$ cat config.mk
export PLATFORM = sky130hd
export DESIGN_NAME = cordic_seq_flat
export DESIGN_NICKNAME = d
export VERILOG_FILES = /design/src/rtl/cordic_seq_if.sv /design/src/rtl/cordic_seq.sv /design/src/flat_wrapper.sv
export SDC_FILE = /design/constraint.sdc
export NUM_CORES = 1
export LEC_CHECK = 0
export ABC_CLOCK_PERIOD_IN_PS = 7000
export CAP_MARGIN = 20
export CORE_MARGIN = 2
export CORE_UTILIZATION = 47
export DETAILED_ROUTE_END_ITERATION = 12
export PLACE_DENSITY_LB_ADDON = 0.08
export SLEW_MARGIN = 30
export SYNTH_ARGS = -nofsm -noshare
export SYNTH_HDL_FRONTEND = slang
export SYNTH_SLANG_ARGS = --single-unit
$ cat constraint.sdc
create_clock -name clk_i -period 7 [get_ports clk_i]
set_clock_uncertainty 0.15 [all_clocks]
set_input_delay 1.05 -clock clk_i [delete_from_list [all_inputs] [get_ports clk_i]]
set_output_delay 1.05 -clock clk_i [all_outputs]
set_load 0.02 [all_outputs]
$ cat src/rtl/cordic_seq_if.sv
`default_nettype none
// ============================================================================
// cordic_seq_if : UDM debug-bus signalling (MemSplit32 slave side)
// Revision      : 1.0
// ============================================================================
interface cordic_seq_if;
    logic        bus_req_i;
    logic        bus_we_i;
    logic [31:0] bus_addr_bi;
    logic [3:0]  bus_be_bi;
    logic [31:0] bus_wdata_bi;
    logic        bus_ack_o;
    logic        bus_resp_o;
    logic [31:0] bus_rdata_bo;

    modport slave (
        input  bus_req_i, bus_we_i, bus_addr_bi, bus_be_bi, bus_wdata_bi,
        output bus_ack_o, bus_resp_o, bus_rdata_bo
    );

    modport master (
        output bus_req_i, bus_we_i, bus_addr_bi, bus_be_bi, bus_wdata_bi,
        input  bus_ack_o, bus_resp_o, bus_rdata_bo
    );
endinterface
`default_nettype wire

$ cat src/rtl/cordic_seq.sv
`default_nettype none
// ============================================================================
// cordic_seq : bus-fed angle/result FIFOs sequencing cos_CORDIC jobs
//              optional per-job watchdog: define CORDIC_SEQ_TIMEOUT_EN
// Revision   : 1.0
// ============================================================================
module cordic_seq #(
    parameter logic [31:0] BASE_ADDR      = 32'h0000_0010,
    parameter int          DEPTH_POW      = 2,
    parameter int          TIMEOUT_CYCLES = 1024
) (
    input  wire         clk_i,
    input  wire         rst_i,
    cordic_seq_if.slave bus,
    output logic        cordic_start_o,
    output logic [31:0] cordic_angle_bo,
    input  wire         cordic_ready_i,
    input  wire  [31:0] cordic_cos_bi
);
    localparam int DEPTH = 1 << DEPTH_POW;
    localparam int CW    = DEPTH_POW + 1;

    typedef enum logic [2:0] {
        S_IDLE      = 3'd0,
        S_LAUNCH    = 3'd1,
        S_WAIT_BUSY = 3'd2,
        S_WAIT_DONE = 3'd3,
        S_STORE     = 3'd4,
        S_DRAIN     = 3'd5
    } state_t;

    state_t state, state_nxt;
    logic   tmo_hit, wd_expire, tmo_abort;

    logic [31:0]          a_mem [DEPTH];
    logic [31:0]          r_mem [DEPTH];
    logic [DEPTH_POW-1:0] a_wr, a_rd, r_wr, r_rd;
    logic [CW-1:0]        a_cnt, r_cnt;
    logic                 ovf, udf, tmo;
    logic [31:0]          jobs;
    logic                 resp;
    logic [31:0]          rdata;

    wire        hit     = bus.bus_addr_bi[31:4] == BASE_ADDR[31:4];
    wire [1:0]  sel     = bus.bus_addr_bi[3:2];
    wire        ack     = bus.bus_req_i && hit;
    wire        wr_acc  = ack && bus.bus_we_i;
    wire        rd_acc  = ack && !bus.bus_we_i;
    wire        unused_bits = ^{bus.bus_be_bi, bus.bus_addr_bi[1:0]};

    wire flush      = wr_acc && sel == 2'd0 && bus.bus_wdata_bi[0];
    wire clr_sticky = wr_acc && sel == 2'd0 && bus.bus_wdata_bi[1];
    wire a_push_req = wr_acc && sel == 2'd1;
    wire r_pop_req  = rd_acc && sel == 2'd2;
    wire jobs_clr   = wr_acc && sel == 2'd3;

    wire a_full  = a_cnt == CW'(DEPTH);
    wire a_empty = a_cnt == '0;
    wire r_full  = r_cnt == CW'(DEPTH);
    wire r_empty = r_cnt == '0;

    // Pops are resolved before pushes, so a full angle FIFO accepts a push
    // in the cycle the FSM takes its head; flush overrides both.
    wire a_pop   = state == S_IDLE && !a_empty && !r_full && !flush;
    wire a_push  = a_push_req && (!a_full || a_pop) && !flush;
    wire ovf_set = a_push_req && a_full && !a_pop && !flush;
    wire r_pop   = r_pop_req && !r_empty && !flush;
    wire udf_set = r_pop_req && r_empty;
    wire r_push  = state == S_STORE && (!r_full || r_pop) && !flush;
    wire [31:0] r_din = tmo_abort ? 32'h8000_0000 : cordic_cos_bi;

`ifdef CORDIC_SEQ_TIMEOUT_EN
    logic [31:0] wd;
    wire waiting = state == S_WAIT_BUSY || state == S_WAIT_DONE || state == S_DRAIN;
    assign wd_expire = waiting && wd == 32'(TIMEOUT_CYCLES - 1);

    always_ff @(posedge clk_i or posedge rst_i) begin
        if (rst_i)                   wd <= '0;
        else if (state_nxt != state) wd <= '0;
        else if (waiting)            wd <= wd + 32'd1;
    end
`else
    assign wd_expire = 1'b0;
`endif

    always_comb begin
        state_nxt = state;
        tmo_hit   = 1'b0;
        case (state)
            S_IDLE:      if (a_pop) state_nxt = S_LAUNCH;
            S_LAUNCH:    state_nxt = S_WAIT_BUSY;
            S_WAIT_BUSY: begin
                if (flush)                state_nxt = S_DRAIN;
                else if (wd_expire)       begin state_nxt = S_STORE; tmo_hit = 1'b1; end
                else if (!cordic_ready_i) state_nxt = S_WAIT_DONE;
            end
            S_WAIT_DONE: begin
                if (flush)               state_nxt = S_DRAIN;
                else if (cordic_ready_i) state_nxt = S_STORE;
                else if (wd_expire)      begin state_nxt = S_STORE; tmo_hit = 1'b1; end
            end
            S_STORE:     state_nxt = S_IDLE;
            S_DRAIN: begin
                if (cordic_ready_i) state_nxt = S_IDLE;
                else if (wd_expire) begin state_nxt = S_IDLE; tmo_hit = 1'b1; end
            end
            default:     state_nxt = S_IDLE;
        endcase
    end

    always_ff @(posedge clk_i or posedge rst_i) begin
        if (rst_i) begin
            state           <= S_IDLE;
            tmo_abort       <= 1'b0;
            cordic_angle_bo <= '0;
        end else begin
            state     <= state_nxt;
            tmo_abort <= tmo_hit && state_nxt == S_STORE;
            if (a_pop) cordic_angle_bo <= a_mem[a_rd];
        end
    end

    assign cordic_start_o = state == S_LAUNCH;

    always_ff @(posedge clk_i) begin
        if (a_push) a_mem[a_wr] <= bus.bus_wdata_bi;
        if (r_push) r_mem[r_wr] <= r_din;
    end

    always_ff @(posedge clk_i or posedge rst_i) begin
        if (rst_i) begin
            a_wr <= '0; a_rd <= '0; a_cnt <= '0;
            r_wr <= '0; r_rd <= '0; r_cnt <= '0;
        end else if (flush) begin
            a_wr <= '0; a_rd <= '0; a_cnt <= '0;
            r_wr <= '0; r_rd <= '0; r_cnt <= '0;
        end else begin
            if (a_push) a_wr <= a_wr + 1'b1;
            if (a_pop)  a_rd <= a_rd + 1'b1;
            if (r_push) r_wr <= r_wr + 1'b1;
            if (r_pop)  r_rd <= r_rd + 1'b1;
            case ({a_push, a_pop})
                2'b10:   a_cnt <= a_cnt + 1'b1;
                2'b01:   a_cnt <= a_cnt - 1'b1;
                default: a_cnt <= a_cnt;
            endcase
            case ({r_push, r_pop})
                2'b10:   r_cnt <= r_cnt + 1'b1;
                2'b01:   r_cnt <= r_cnt - 1'b1;
                default: r_cnt <= r_cnt;
            endcase
        end
    end

    always_ff @(posedge clk_i or posedge rst_i) begin
        if (rst_i) begin
            ovf <= 1'b0; udf <= 1'b0; tmo <= 1'b0;
            jobs <= '0;
        end else begin
            if (clr_sticky) begin ovf <= 1'b0; udf <= 1'b0; tmo <= 1'b0; end
            if (ovf_set) ovf <= 1'b1;
            if (udf_set) udf <= 1'b1;
            if (tmo_hit) tmo <= 1'b1;
            if (jobs_clr)             jobs <= '0;
            else if (state == S_STORE) jobs <= jobs + 32'd1;
        end
    end

    logic [31:0] rd_val;
    always_comb begin
        rd_val = '0;
        case (sel)
            2'd0:    rd_val = {state != S_IDLE, ovf, udf, tmo, 12'd0, 8'(r_cnt), 8'(a_cnt)};
            2'd2:    rd_val = r_empty ? 32'd0 : r_mem[r_rd];
            2'd3:    rd_val = jobs;
            default: rd_val = '0;
        endcase
    end

    always_ff @(posedge clk_i or posedge rst_i) begin
        if (rst_i) begin
            resp  <= 1'b0;
            rdata <= '0;
        end else begin
            resp  <= rd_acc;
            rdata <= rd_acc ? rd_val : 32'd0;
        end
    end

    assign bus.bus_ack_o    = ack;
    assign bus.bus_resp_o   = resp;
    assign bus.bus_rdata_bo = rdata;
endmodule
`default_nettype wire
$ cat src/flat_wrapper.sv
// flat-port wrapper written by rule: the top's interface ports become plain ports
module cordic_seq_flat 
#(
    parameter logic [31:0] BASE_ADDR      = 32'h0000_0010,
    parameter int          DEPTH_POW      = 2,
    parameter int          TIMEOUT_CYCLES = 1024
)
  (clk_i, rst_i, cordic_start_o, cordic_angle_bo, cordic_ready_i, cordic_cos_bi, bus_bus_req_i, bus_bus_we_i, bus_bus_addr_bi, bus_bus_be_bi, bus_bus_wdata_bi, bus_bus_ack_o, bus_bus_resp_o, bus_bus_rdata_bo);
  cordic_seq_if bus_i ();
  input  wire clk_i;
  input  wire rst_i;
  output logic cordic_start_o;
  output logic [31:0] cordic_angle_bo;
  input  wire cordic_ready_i;
  input  wire  [31:0] cordic_cos_bi;
  input wire logic [$bits(bus_i.bus_req_i)-1:0] bus_bus_req_i;
  input wire logic [$bits(bus_i.bus_we_i)-1:0] bus_bus_we_i;
  input wire logic [$bits(bus_i.bus_addr_bi)-1:0] bus_bus_addr_bi;
  input wire logic [$bits(bus_i.bus_be_bi)-1:0] bus_bus_be_bi;
  input wire logic [$bits(bus_i.bus_wdata_bi)-1:0] bus_bus_wdata_bi;
  output wire logic [$bits(bus_i.bus_ack_o)-1:0] bus_bus_ack_o;
  output wire logic [$bits(bus_i.bus_resp_o)-1:0] bus_bus_resp_o;
  output wire logic [$bits(bus_i.bus_rdata_bo)-1:0] bus_bus_rdata_bo;
  assign bus_i.bus_req_i = bus_bus_req_i;
  assign bus_i.bus_we_i = bus_bus_we_i;
  assign bus_i.bus_addr_bi = bus_bus_addr_bi;
  assign bus_i.bus_be_bi = bus_bus_be_bi;
  assign bus_i.bus_wdata_bi = bus_bus_wdata_bi;
  assign bus_bus_ack_o = bus_i.bus_ack_o;
  assign bus_bus_resp_o = bus_i.bus_resp_o;
  assign bus_bus_rdata_bo = bus_i.bus_rdata_bo;
  cordic_seq #(.BASE_ADDR(BASE_ADDR), .DEPTH_POW(DEPTH_POW), .TIMEOUT_CYCLES(TIMEOUT_CYCLES)) u_core (.clk_i(clk_i), .rst_i(rst_i), .bus(bus_i), .cordic_start_o(cordic_start_o), .cordic_angle_bo(cordic_angle_bo), .cordic_ready_i(cordic_ready_i), .cordic_cos_bi(cordic_cos_bi));
endmodule
Word-level counts from Yosys, hierarchy flattened --
Memories as Yosys holds them, arrays and structs flattened. A register that Yosys moved wholly into a read port is not among the register bits. Cells that the tools add are included.
Storage, ports and cells: register bits after elaboration 84, RAM bits 256, input port bits 105, output and inout bits 67, word-level logic and storage cells 119, memories 2
Cells by class: add/sub/neg operators 9, eq/ne operators 19, muxes and demuxes 31, reductions and logical operators 46
Memory list:
- u_core.a_mem | words 4, width 32, read ports 1, clocked after memory_dff 1, wr ports 1, RTL line cordic_seq.sv:35 | logic [31:0] a_mem [DEPTH];
- u_core.r_mem | words 4, width 32, read ports 1, clocked after memory_dff 0, wr ports 1, RTL line cordic_seq.sv:36 | logic [31:0] r_mem [DEPTH];
Operators by type and width (count):
- 32-bit two-way mux | 4
- 32-bit case mux with 3 select lines | 1
- 32-bit by 1-bit adder with 32-bit output, second input constant | 1
- 28-bit by 1-bit == test with 1-bit output, second input constant | 1
- 3-bit two-way mux | 8
- 1-bit logical AND | 22
- 2-bit two-way mux | 8
- 3-bit case mux with 5 select lines | 1
- 2-bit nonzero test | 7
- 3-bit == test, second input constant | 4
- 3-bit case mux with 2 select lines | 2
- 3-bit zero test | 3
- 3-bit nonzero test | 3
- 2-bit by 1-bit adder with 2-bit output, second input constant | 4
- 2-bit == test, second input constant | 4
- 1-bit zero test | 7
- 1-bit two-way mux | 7
- 3-bit by 1-bit adder with 3-bit output, second input constant | 2
- 2-bit by 1-bit == test with 1-bit output, second input constant | 3
- 3-bit by 2-bit == test with 1-bit output, second input constant | 2
- 3-bit by 2-bit inequality test with 1-bit output, second input constant | 2
- 3-bit by 1-bit subtractor with 3-bit output, second input constant | 2
- 4-bit AND reduction | 1
- 3-bit by 1-bit == test with 1-bit output, second input constant | 1
- 4 further kinds | 5

Logic depth before layout (Yosys ltp) --
depth after elaboration 13, mapped depth 13

Worst setup path before layout --
No wires, ideal clock.
path type input to register, from input bus_bus_addr_bi[2], to memory u_core.r_mem[0][0] (enable), library setup time 392 ps, data arrival time 3058 ps, data required time 6458 ps, slack 3400 ps, cell stages on the path 7, path buffers 2, path through clkbuf_1 -> nor2b_1 -> and2_1 -> buf_2 -> nand3_1 -> o22ai_1 -> and3_1
Between the ends: longest elaborated chain between the ends 10
Ends and longest elaborated chain:
- from (decl) | RTL line flat_wrapper.sv:18 | input wire logic [$bits(bus_i.bus_addr_bi)-1:0] bus_bus_addr_bi;
- 2-bit zero test | RTL line cordic_seq.sv:51 | wire flush = wr_acc && sel == 2'd0 && bus.bus_wdata_bi[0];
- 1-bit logical AND (2 in a row) | RTL line cordic_seq.sv:51
- 1-bit zero test | RTL line cordic_seq.sv:67, cordic_seq.sv:69
- 1-bit logical AND | RTL line cordic_seq.sv:67 | wire r_pop = r_pop_req && !r_empty && !flush;
- 1-bit logical OR | RTL line cordic_seq.sv:69 | wire r_push = state == S_STORE && (!r_full || r_pop) && !flush;
- 1-bit logical AND | RTL line cordic_seq.sv:69
- 1-bit logical AND (*) | RTL line cordic_seq.sv:69
- 1-bit two-way mux (*) | RTL line cordic_seq.sv:127 | if (r_push) r_mem[r_wr] <= r_din;
- 1-bit two-way mux (implied by the code) (*) | RTL line cordic_seq.sv:127
- to (decl) | RTL line cordic_seq.sv:36
Mark *: on every way between the ends. The rest lies on a longest branch, timed or not.

Final worst setup path --
from input bus_bus_addr_bi[3], to memory u_core.r_mem[1][30] (enable)
The elaborated chain is that of the path after synthesis.

==> flow_metrics.py <==
metrics = {
    "sta": {
        "fin_ws_ns": 2.554,
        "period_needed_ns": 4.446,
        "fin_crit_sh_pct": 63.51,
        "slew_viol_final": 0,
        "fin_setup_tns_ns": 0,
        "rsz0062_at_grt": "false",
        "max_freq_mhz": 224.9,
        "tightest_slew_ns": 0.9230,
        "slew_headroom_pct": 38.47,
        "final_hold_viol_count": 0,
        "setup_viol": 0,
    },
    "worst_hold_path": {
        "hold_path.class": "flip-flop to flip-flop",
    },
    "global_route": {
        "grtUsageTotal_pct": 19.17,
        "grt_pass1_vias": 8437,
        "overflow": 0,
        "grt_pass1_wl_microns": 48760,
        "grt_max_degree": 65,
        "antenna_found_initial": 0,
    },
    "job": {
        "max_cap_viol_count": 0,
    },
    "power": {
        "p_per_area_mw_per_mm2": 285.7,
        "peakVddDrop_mv": 0.2460,
        "p_leak_nw": 6.489,
    },
    "cells_and_area": {
        "diodes": 0,
        "final_common_cell": "edfxtp_1",
        "area_delta_synth_final_pct": 22.54,
        "final_cell_mix": "edfxtp_1, clkdlybuf4s50_1, dfrtp_1",
        "fillCellCount": 2400,
        "instances_no_fill": 1443,
        "fin_util_pct": 58.09,
        "nets": 1129,
        "drive_above_1_share_pct": 17.29,
    },
    "routing": {
        "viasPerCell": 5.479,
        "drt_iter0_drc": 456,
        "final_antenna_net_count": 0,
        "vias": 7906,
        "wirelength_microns": 30510,
        "wire_per_inst_microns": 21.14,
        "drc": 0,
        "firstDrtPassIters": 4,
    },
    "worst_setup_path": {
        "criticalPathCategory": "input pin to flip-flop",
        "cp.arrival_ns": 4.49,
        "worstSetupEndpointType": "flip-flop",
        "cp.required_ns": 7.04,
        "cp_top_family": "simple AND/OR/NAND/NOR gates",
        "crit_path_start_kind": "input pin",
        "cp.buffers_inverters": 2,
        "cpPeakStageDelay_ns": 0.87,
        "cp_slowest_cell": "and3_1",
        "crit_fanout": 18,
        "cp_cell_sequence": "clkdlybuf4s50_1, nor2b_1, and2_1, nand3_1, o22ai_1, and3_1, buf_4",
    },
    "yosys": {
        "synth_top_area_share_pct": 51.65,
        "yosys.area.top_type": "edfxtp_1",
        "netlist_area_sq_mm": 0.01488,
        "synthFlopType": "edfxtp_1",
        "synth.distinct_cells": 53,
        "ys_seq_elements": 372,
        "ys_seq_area_share_pct": 71.16,
        "synth_edf_count": 256,
        "synthArstFlopShare_pct": 31.18,
        "syn_inst": 832,
        "synth.avg_cell_area_sq_um": 17.89,
        "synth_nets": 950,
        "yosysWarningCount": 0,
        "synthTopCellsByArea": "edfxtp_1, dfrtp_1, mux4_2, mux2_4, nor2_1",
    },
    "die": {
        "die_y_microns": 182.0,
        "initial_utilization_pct": 47.41,
        "coreArea_sq_mm": 0.03139,
        "die_area_sq_mm": 0.03311,
        "rows": 65,
        "num_io_pins": 172,
        "die-width_microns": 182.0,
    },
    "cts": {
        "clk_path_buf_depth": 3,
        "cts_tree": "built",
        "cts_setup_buffers": 0,
        "hold_buffers": 0,
        "htreeDepth": 2,
        "clkSinkCount": 372,
        "cts_root_buf": "clkbuf_16",
        "cts_made_buffers": 40,
        "cts.reportedPaths.clkPinSlew_ns": 0.06,
        "cts_resized": 0,
        "clk_latency_ns": 0.52,
    },
    "placement": {
        "io_buffer_count": 165,
        "place_inst": 1371,
        "gp_routability_congestion": 0.7549,
        "place_hpwl_microns": 19080,
        "pre_cts_ws_ns": 1.929,
    },
    "outcome": {
        "status": "complete, no violations",
    },
}
## state kept, by name (all words and copies together), names as in the netlist
register and cells:
u_core.a_cnt 3, u_core.ovf 1, u_core.cordic_angle_bo 32, u_core.r_wr 2, u_core.a_mem 128, u_core.a_rd 2
u_core.r_rd 2, u_core.r_mem 128, u_core.bus.bus_rdata_bo 32, u_core.jobs 32, u_core.r_cnt 3, u_core.a_wr 2
u_core.bus.bus_resp_o 1, u_core.state 3, u_core.udf 1
## cells in the mapped netlist (all sizes together), types with 2 or more instances
cell type  number
nor2           67
nor3b           5
a22oi          15
nand4          21
o211ai          3
and4            9
a22o           24
a21oi           7
edfxtp        256
and2           11
dfrtp         116
o21ai           9
mux2i           4
clkbuf         14
buf            28
nor3           10
or3             8
nand3          11
ha             11
xor2           22
xnor2          15
inv            12
nand2          23
a31oi           2
fa              2
and3           14
nor4            7
mux2           32
mux4           64
## worst paths after layout
check                                                  startpoint                                endpoint  slack (ns)  cells after the start
max                                            bus_bus_addr_bi[3]           u_core.r_mem[1][30]$_DFFE_PP_        2.55                      7
min                        u_core.cordic_angle_bo[14]$_DFFE_PP0P_  u_core.cordic_angle_bo[14]$_DFFE_PP0P_        0.34                      1
max reg2reg                           u_core.r_cnt[0]$_DFFE_PP0P_           u_core.r_mem[1][30]$_DFFE_PP_        3.50                      6
min reg2reg                u_core.cordic_angle_bo[14]$_DFFE_PP0P_  u_core.cordic_angle_bo[14]$_DFFE_PP0P_        0.34                      1
max in group asynchronous                                   rst_i              u_core.a_rd[0]$_DFFE_PP0P_        4.60                      3
min in group asynchronous                                   rst_i  u_core.cordic_angle_bo[31]$_DFFE_PP0P_        0.86                      2
## worst register-to-register path: cells and delay by family, from the launching register on
family | cells | cell delay, ns
AO/OA/AOI/OAI | 1 | 0.51
buffers and inverters | 1 | 0.43
flip-flops | 1 | 0.48
AND/OR/NAND/NOR | 4 | 1.60
## power breakdown
group,switching (mW),total (mW),internal [mW]
sequential,0.152,2.61,2.46
combinational,0.265,0.484,0.220
clock,0.803,2.11,1.31
## through the flow
step | hold slack (ns) | total power, mW | area, sq um
after floorplan | 0.3456 | 2.945 | 14880
after global placement | 0.3211 | 3.131 | 16910
after detailed placement | 0.3296 | 3.141 | 16910
after CTS | 0.3428 | 5.266 | 18230
after global routing | 0.3705 | 5.432 | 18240
final | 0.3379 | 5.211 | 18240
## final cells by class
type	count	area, sq um	share of cell area (%)
multi-input cells	406	4008	21.97
clock buffers	65	1196	6.559
repair buffers	179	1757	9.632
flip-flops and latches	372	10590	58.08
clock inverters	7	131.4	0.7204
well taps	402	503.0	2.758
inverters	12	50.05	0.2744
## cells by family (layout without fill, tap and decap cells)
logic type                 after synthesis  in the layout  synth area share [%]
AOI/OAI and AO/OA                       64             64                 3.161
buffers and inverters                   54            263                 1.925
DFF                                    372            372                 71.16
and+or+nand+nor                        192            192                 7.280
adders and majority gates               13             13                 1.194
muxes                                  100            100                 13.11
xor gates and xnor gates                37             37                 2.177
## per-layer routing
metal	vias up	wire (microns)	track usage (%)
met3	46	1600	3.470
met5	-	0	0
met2	198	15080	32.38
met1	4066	13190	25.88
met4	0	639	5.161
li1	3596	-	-
Note: power is estimated with default switching activity, not from simulation.
